**src/rtl/keypad_col_decoder.sv**
```systemverilog
// rtl/keypad_col_decoder.sv - single-key debouncer and encoder for a row-swept 4x4 keypad.
// Define KEY_REPEAT_EN to re-strobe key_valid every REPEAT_FRAMES samples while a key stays held.
module keypad_col_decoder #(
   parameter int unsigned DEBOUNCE_FRAMES = 8,
   parameter int unsigned REPEAT_FRAMES   = 64
) (
   input  logic       clk_1,
   input  logic       rst_n,
   input  logic [3:0] rows,
   input  logic [3:0] cols,
   output logic [3:0] key_code,
   output logic       key_valid,
   output logic       key_held
);

   localparam logic [15:0] LP_DEB = 16'(DEBOUNCE_FRAMES);
`ifdef KEY_REPEAT_EN
   localparam logic [15:0] LP_REP = 16'(REPEAT_FRAMES);
`endif

   typedef enum logic [1:0] {S_IDLE, S_DEBOUNCE, S_PRESSED, S_RELEASE} state_t;

   state_t      r_state;
   logic [3:0]  r_cols_s1;
   logic [3:0]  r_cols_s2;
   logic [3:0]  r_rows_d1;
   logic [3:0]  r_rows_d2;
   logic [3:0]  r_cand;
   logic [15:0] r_cnt;
   logic [3:0]  r_key_code;
   logic        r_key_valid;
   logic        r_key_held;
`ifdef KEY_REPEAT_EN
   logic [15:0] r_rpt;
   logic [15:0] w_rpt_next;
`endif

   logic        w_row_ok;
   logic        w_col_ok;
   logic [1:0]  w_row_idx;
   logic [1:0]  w_col_idx;
   logic [3:0]  w_sample_code;
   logic [3:0]  w_cand_col_oh;
   logic        w_cand_row;
   logic        w_cand_bit;
   logic [15:0] w_cnt_next;

   function automatic logic [1:0] f_idx(input logic [3:0] v);
      logic [1:0] idx;
      idx = 2'd0;
      if (v[2]) idx = 2'd1;
      if (v[1]) idx = 2'd2;
      if (v[0]) idx = 2'd3;
      return idx;
   endfunction

   // rows is delayed to line up with the synchronized columns it produced
   assign w_row_ok      = $onehot(r_rows_d2);
   assign w_col_ok      = $onehot(r_cols_s2);
   assign w_row_idx     = f_idx(r_rows_d2);
   assign w_col_idx     = f_idx(r_cols_s2);
   assign w_sample_code = {w_row_idx, w_col_idx};
   assign w_cand_col_oh = 4'b1000 >> r_cand[1:0];
   assign w_cand_row    = w_row_ok && (w_row_idx == r_cand[3:2]);
   assign w_cand_bit    = |(r_cols_s2 & w_cand_col_oh);
   assign w_cnt_next    = r_cnt + 16'd1;
`ifdef KEY_REPEAT_EN
   assign w_rpt_next    = r_rpt + 16'd1;
`endif

   always_ff @(posedge clk_1 or negedge rst_n) begin
      if (!rst_n) begin
         r_state     <= S_IDLE;
         r_cols_s1   <= 4'd0;
         r_cols_s2   <= 4'd0;
         r_rows_d1   <= 4'd0;
         r_rows_d2   <= 4'd0;
         r_cand      <= 4'd0;
         r_cnt       <= 16'd0;
         r_key_code  <= 4'd0;
         r_key_valid <= 1'b0;
         r_key_held  <= 1'b0;
`ifdef KEY_REPEAT_EN
         r_rpt       <= 16'd0;
`endif
      end else begin
         r_cols_s1   <= cols;
         r_cols_s2   <= r_cols_s1;
         r_rows_d1   <= rows;
         r_rows_d2   <= r_rows_d1;
         r_key_valid <= 1'b0;
         case (r_state)
            S_IDLE: begin
               if (w_row_ok && w_col_ok) begin
                  r_cand <= w_sample_code;
                  r_cnt  <= 16'd1;
                  if (LP_DEB <= 16'd1) begin
                     r_state     <= S_PRESSED;
                     r_key_code  <= w_sample_code;
                     r_key_valid <= 1'b1;
                     r_key_held  <= 1'b1;
`ifdef KEY_REPEAT_EN
                     r_rpt       <= 16'd0;
`endif
                  end else begin
                     r_state <= S_DEBOUNCE;
                  end
               end
            end
            S_DEBOUNCE: begin
               if (w_cand_row) begin
                  if (r_cols_s2 == w_cand_col_oh) begin
                     if (w_cnt_next >= LP_DEB) begin
                        r_state     <= S_PRESSED;
                        r_key_code  <= r_cand;
                        r_key_valid <= 1'b1;
                        r_key_held  <= 1'b1;
`ifdef KEY_REPEAT_EN
                        r_rpt       <= 16'd0;
`endif
                     end else begin
                        r_cnt <= w_cnt_next;
                     end
                  end else begin
                     r_state <= S_IDLE;
                  end
               end
            end
            S_PRESSED: begin
               if (w_cand_row) begin
                  if (!w_cand_bit) begin
                     r_cnt <= 16'd1;
`ifdef KEY_REPEAT_EN
                     r_rpt <= 16'd0;
`endif
                     if (LP_DEB <= 16'd1) begin
                        r_state    <= S_IDLE;
                        r_key_held <= 1'b0;
                     end else begin
                        r_state <= S_RELEASE;
                     end
                  end
`ifdef KEY_REPEAT_EN
                  // a repeat due right after a strobe waits for the next sample
                  else if (w_rpt_next >= LP_REP) begin
                     if (!r_key_valid) begin
                        r_key_valid <= 1'b1;
                        r_rpt       <= 16'd0;
                     end
                  end else begin
                     r_rpt <= w_rpt_next;
                  end
`endif
               end
            end
            S_RELEASE: begin
               if (w_cand_row) begin
                  if (w_cand_bit) begin
                     r_state <= S_PRESSED;
`ifdef KEY_REPEAT_EN
                     r_rpt   <= 16'd0;
`endif
                  end else if (w_cnt_next >= LP_DEB) begin
                     r_state    <= S_IDLE;
                     r_key_held <= 1'b0;
                  end else begin
                     r_cnt <= w_cnt_next;
                  end
               end
            end
            default: r_state <= S_IDLE;
         endcase
      end
   end

   assign key_code  = r_key_code;
   assign key_valid = r_key_valid;
   assign key_held  = r_key_held;

endmodule

```
**config.mk**
```make
export PLATFORM = sky130hd
export DESIGN_NAME = keypad_col_decoder
export DESIGN_NICKNAME = d
export VERILOG_FILES = /design/src/rtl/keypad_col_decoder.sv
export SDC_FILE = /design/constraint.sdc
export NUM_CORES = 1
export LEC_CHECK = 0
export CAP_MARGIN = 20
export CORE_MARGIN = 2
export CORE_UTILIZATION = 45
export DETAILED_ROUTE_END_ITERATION = 10
export PLACE_DENSITY = 0.66
export REMOVE_ABC_BUFFERS = 1
export SYNTH_ARGS = -nofsm -noshare
export SYNTH_HDL_FRONTEND = slang
export SYNTH_SLANG_ARGS = --single-unit
```
**constraint.sdc**
```tcl
create_clock -name clk_1 -period 2.95 [get_ports clk_1]
set_input_delay 0.295 -clock clk_1 [delete_from_list [all_inputs] [get_ports clk_1]]
set_output_delay 0.295 -clock clk_1 [all_outputs]
set_load 0.005 [all_outputs]
```
==> flow_metrics.env <==
export IMPL_period_minus_slack_ns=2.703
export IMPL_hold_buffers=0
export IMPL_track_usage_pct=16.51
export IMPL_dieArea_um2=5128
export IMPL_dieHeight_um=71.61
export IMPL_n_antenna_cell=0
export IMPL_clk_path_buf_depth=2
export IMPL_ant_nets=0
export IMPL_path_clk_slew_ns=0.08
export IMPL_power_switching_mw=0.4880
export IMPL_fmax_mhz=370.0
export IMPL_start_util_pct=46.92
export IMPL_tritoncts="yes"
export IMPL_start_kind="flop"
export IMPL_nets=218
export IMPL_clkSinkCount=44
export IMPL_drc_errors=0
export IMPL_layoutNonFillerInstCount=248
export IMPL_postLayoutCoreUtil_pct=53.97
export IMPL_finalWirelength_mm=3.677
export IMPL_maxSlewViolCount=0
export IMPL_grt_overflow_total=0
export IMPL_rows=24
export IMPL_initialDrtViolationCount=85
export IMPL_hold_path_class="in -> async"
export IMPL_crit_path_end_kind="flop"
export IMPL_synth_area_um2=2057
export IMPL_yosysMostFrequentCell="dfrtp_1"
export IMPL_gp_congestion=0.8458
export IMPL_area_growth_pct=15.02
export IMPL_fillers=375
export IMPL_crit_type="reg -> reg"
export IMPL_seq_area_um2=1101
export IMPL_yosys_warnings=0
export IMPL_syn_inst=174
export IMPL_synth_top_area_cell="dfrtp_1"
export IMPL_clock_latency_ns=0.29
export IMPL_avgRoutedWirePerCell_um=14.83
export IMPL_detail_route_first_pass_iterations=5
export IMPL_viasPerCell=5.431
export IMPL_status="finished, final reports clean"
export IMPL_slew_headroom_pct=37.13
export IMPL_worstPathRequired_ns=3.13
export IMPL_pin_count=16
export IMPL_grt_setup_unrepaired="no"
export IMPL_async_flop_share_pct=100.0
export IMPL_setup_tns_final_ns=0
export IMPL_pwr_share_seq_pct=50.0
export IMPL_swShare_pct=32.85
export IMPL_vias=1347
export IMPL_multi_input_area_um2=879.6
export IMPL_synth_seq_cells=44
export IMPL_dp_cells=240
export IMPL_ir_drop_v=0.0003465
export IMPL_cts_root_buf="clkbuf_8"
export IMPL_finalHoldWorstSlack_ns=0.1433
export IMPL_synth_common_cells="dfrtp_1 (44), inv_1 (16), nor2_1 (14)"
export IMPL_drv_cap=0
export IMPL_antenna_found_initial=0
export IMPL_drive_above_1_share_pct=13.27
export IMPL_period_share_pct=91.62
export IMPL_grt_pass1_wl_mm=6.465
export IMPL_finalHoldViolations=0
export IMPL_ys_types=48
export IMPL_cp_arrival_ns=2.88
export IMPL_ys_seq_area_share_pct=53.53
export IMPL_worst_slew_pin_slew_ns=0.9430
export IMPL_design_area_um2=2366
export IMPL_setup_viol_count_final=0
export IMPL_path_max_fanout=5
export IMPL_dpl_cell_area_um2=2268
export IMPL_coreArea_um2=4384
export IMPL_cts_buffers=5
export IMPL_p_clk_share_pct=25.9
export IMPL_dpl_hpwl_mm=2.636
export IMPL_die_w_um=71.61
export IMPL_synth_edf_count=0
export IMPL_cellPowerDensity_nw_per_um2=627.8
export IMPL_grt_pass1_vias=1415
export IMPL_p_leak_nw=1.080
export IMPL_io_buffer_count=15
export IMPL_netlist_area_leader_share_pct=53.53
export IMPL_p_comb_share_pct=24.1
export IMPL_synth_area_top_cells="dfrtp_1 (54%), ha_1 (6.7%), a21boi_0 (3.3%)"
export IMPL_syn_avg_cell_area_um2=11.82
export IMPL_p_int_mw=0.9975
export IMPL_h_tree_depth=2
export IMPL_synth_ff_type="dfrtp_1"
export IMPL_grt_max_degree=45
export IMPL_skew_ns=0.007155
## final cells by class
cell class	instances	area share [%]
Tap cell	52	2.750
Clock inverter	2	0.4231
Multi-Input combinational cell	110	37.18
Inverter	16	2.538
Timing Repair Buffer	18	7.086
Sequential cell	44	46.54
Clock buffer	6	3.490
## power by group through the flow
stage / registers, mW / logic, mW / clock network (mW)
CTS: 0.741 / 0.359 / 0.393
global placement: 0.748 / 0.335 / 0
finish: 0.743 / 0.358 / 0.384
detailed placement: 0.752 / 0.355 / 0
global route: 0.757 / 0.407 / 0.421
floorplan: 0.730 / 0.257 / 0
## cells in the final DEF, fill, tap and decap left out, types with 2 or more instances in the layout
master	instances
and2_1	2
a21boi_0	9
xnor2_1	3
o211ai_1	2
fa_1	2
clkbuf_8	6
o21ai_0	2
a21oi_1	6
buf_4	3
nand3_1	4
ha_1	11
nand4_1	3
mux2i_1	2
or3_1	2
nor4_1	3
inv_1	16
mux2_4	4
nand2_1	6
nor2_1	14
nor2b_1	5
clkinv_2	2
dfrtp_1	44
clkdlybuf4s50_1	14
a21oi_2	2
a21boi_1	4
## flip-flops by register name (all words and copies together), names as in the netlist
signal / cells
r_rows_d2: 4
r_rows_d1: 4
key_held: 1
r_cols_s1: 4
key_code: 4
r_cols_s2: 4
key_valid: 1
r_cand: 4
r_cnt: 16
r_state: 2
## worst paths after layout
check | startpoint | slack, ns | to | cells after the start
max | r_rows_d2[0] | 0.25 | key_code[3] | 11
min | rst_n | 0.14 | key_code[1] | 1
max reg2reg | r_rows_d2[0] | 0.25 | key_code[3] | 11
min reg2reg | r_rows_d1[0] | 0.35 | r_rows_d2[0] | 0
max in group asynchronous | rst_n | 2.22 | r_cnt[15] | 1
min in group clk_1 | r_rows_d1[0] | 0.35 | r_rows_d2[0] | 0
## per-stage QoR
| step | setup WS [ns] | power, mW |
|---|---|---|
| finish | 0.2472 | 1.486 |
| global route | 0.05959 | 1.584 |
| CTS | 0.1876 | 1.493 |
| detailed placement | 0.2340 | 1.107 |
| global placement | 0.3360 | 1.083 |
| floorplan | 0.2658 | 0.9871 |
## per-layer routing
| metal | vias to the layer above | GRT usage, % | routed length, um |
|---|---|---|---|
| li1 | 649 | - | - |
| met1 | 657 | 20.67 | 1670 |
| met2 | 28 | 25.72 | 1732 |
| met3 | 13 | 5.204 | 167 |
| met4 | 0 | 8.595 | 108 |
| met5 | - | 0 | 0 |
## kinds of logic after synthesis
group	after synthesis	synth area share [%]
multiplexers	6	3.893
buffers and inverters	20	3.954
AND/OR/NAND/NOR	52	15.02
AO/OA/AOI/OAI	36	13.69
flip-flops	44	53.53
adder cells (fa/ha/maj)	13	8.637
XOR/XNOR	3	1.278
## critical path: stages, from the launching register on
cell	delay, ns
dfrtp_1	0.38
inv_1	0.09
fa_1	0.54
inv_1	0.04
ha_1	0.17
ha_1	0.27
nor2_1	0.10
nand2_1	0.11
a211oi_2	0.21
buf_4	0.16
nand4_4	0.16
mux2_4	0.35
## repair_timing
| item | in CTS | in global routing |
|---|---|---|
| gates resized for setup | 0 | 1 |
| endpoints found under the setup margin | 0 | 1 |
| buffers inserted | 0 | 0 |
No activity file was read; power rests on OpenSTA's default activity.
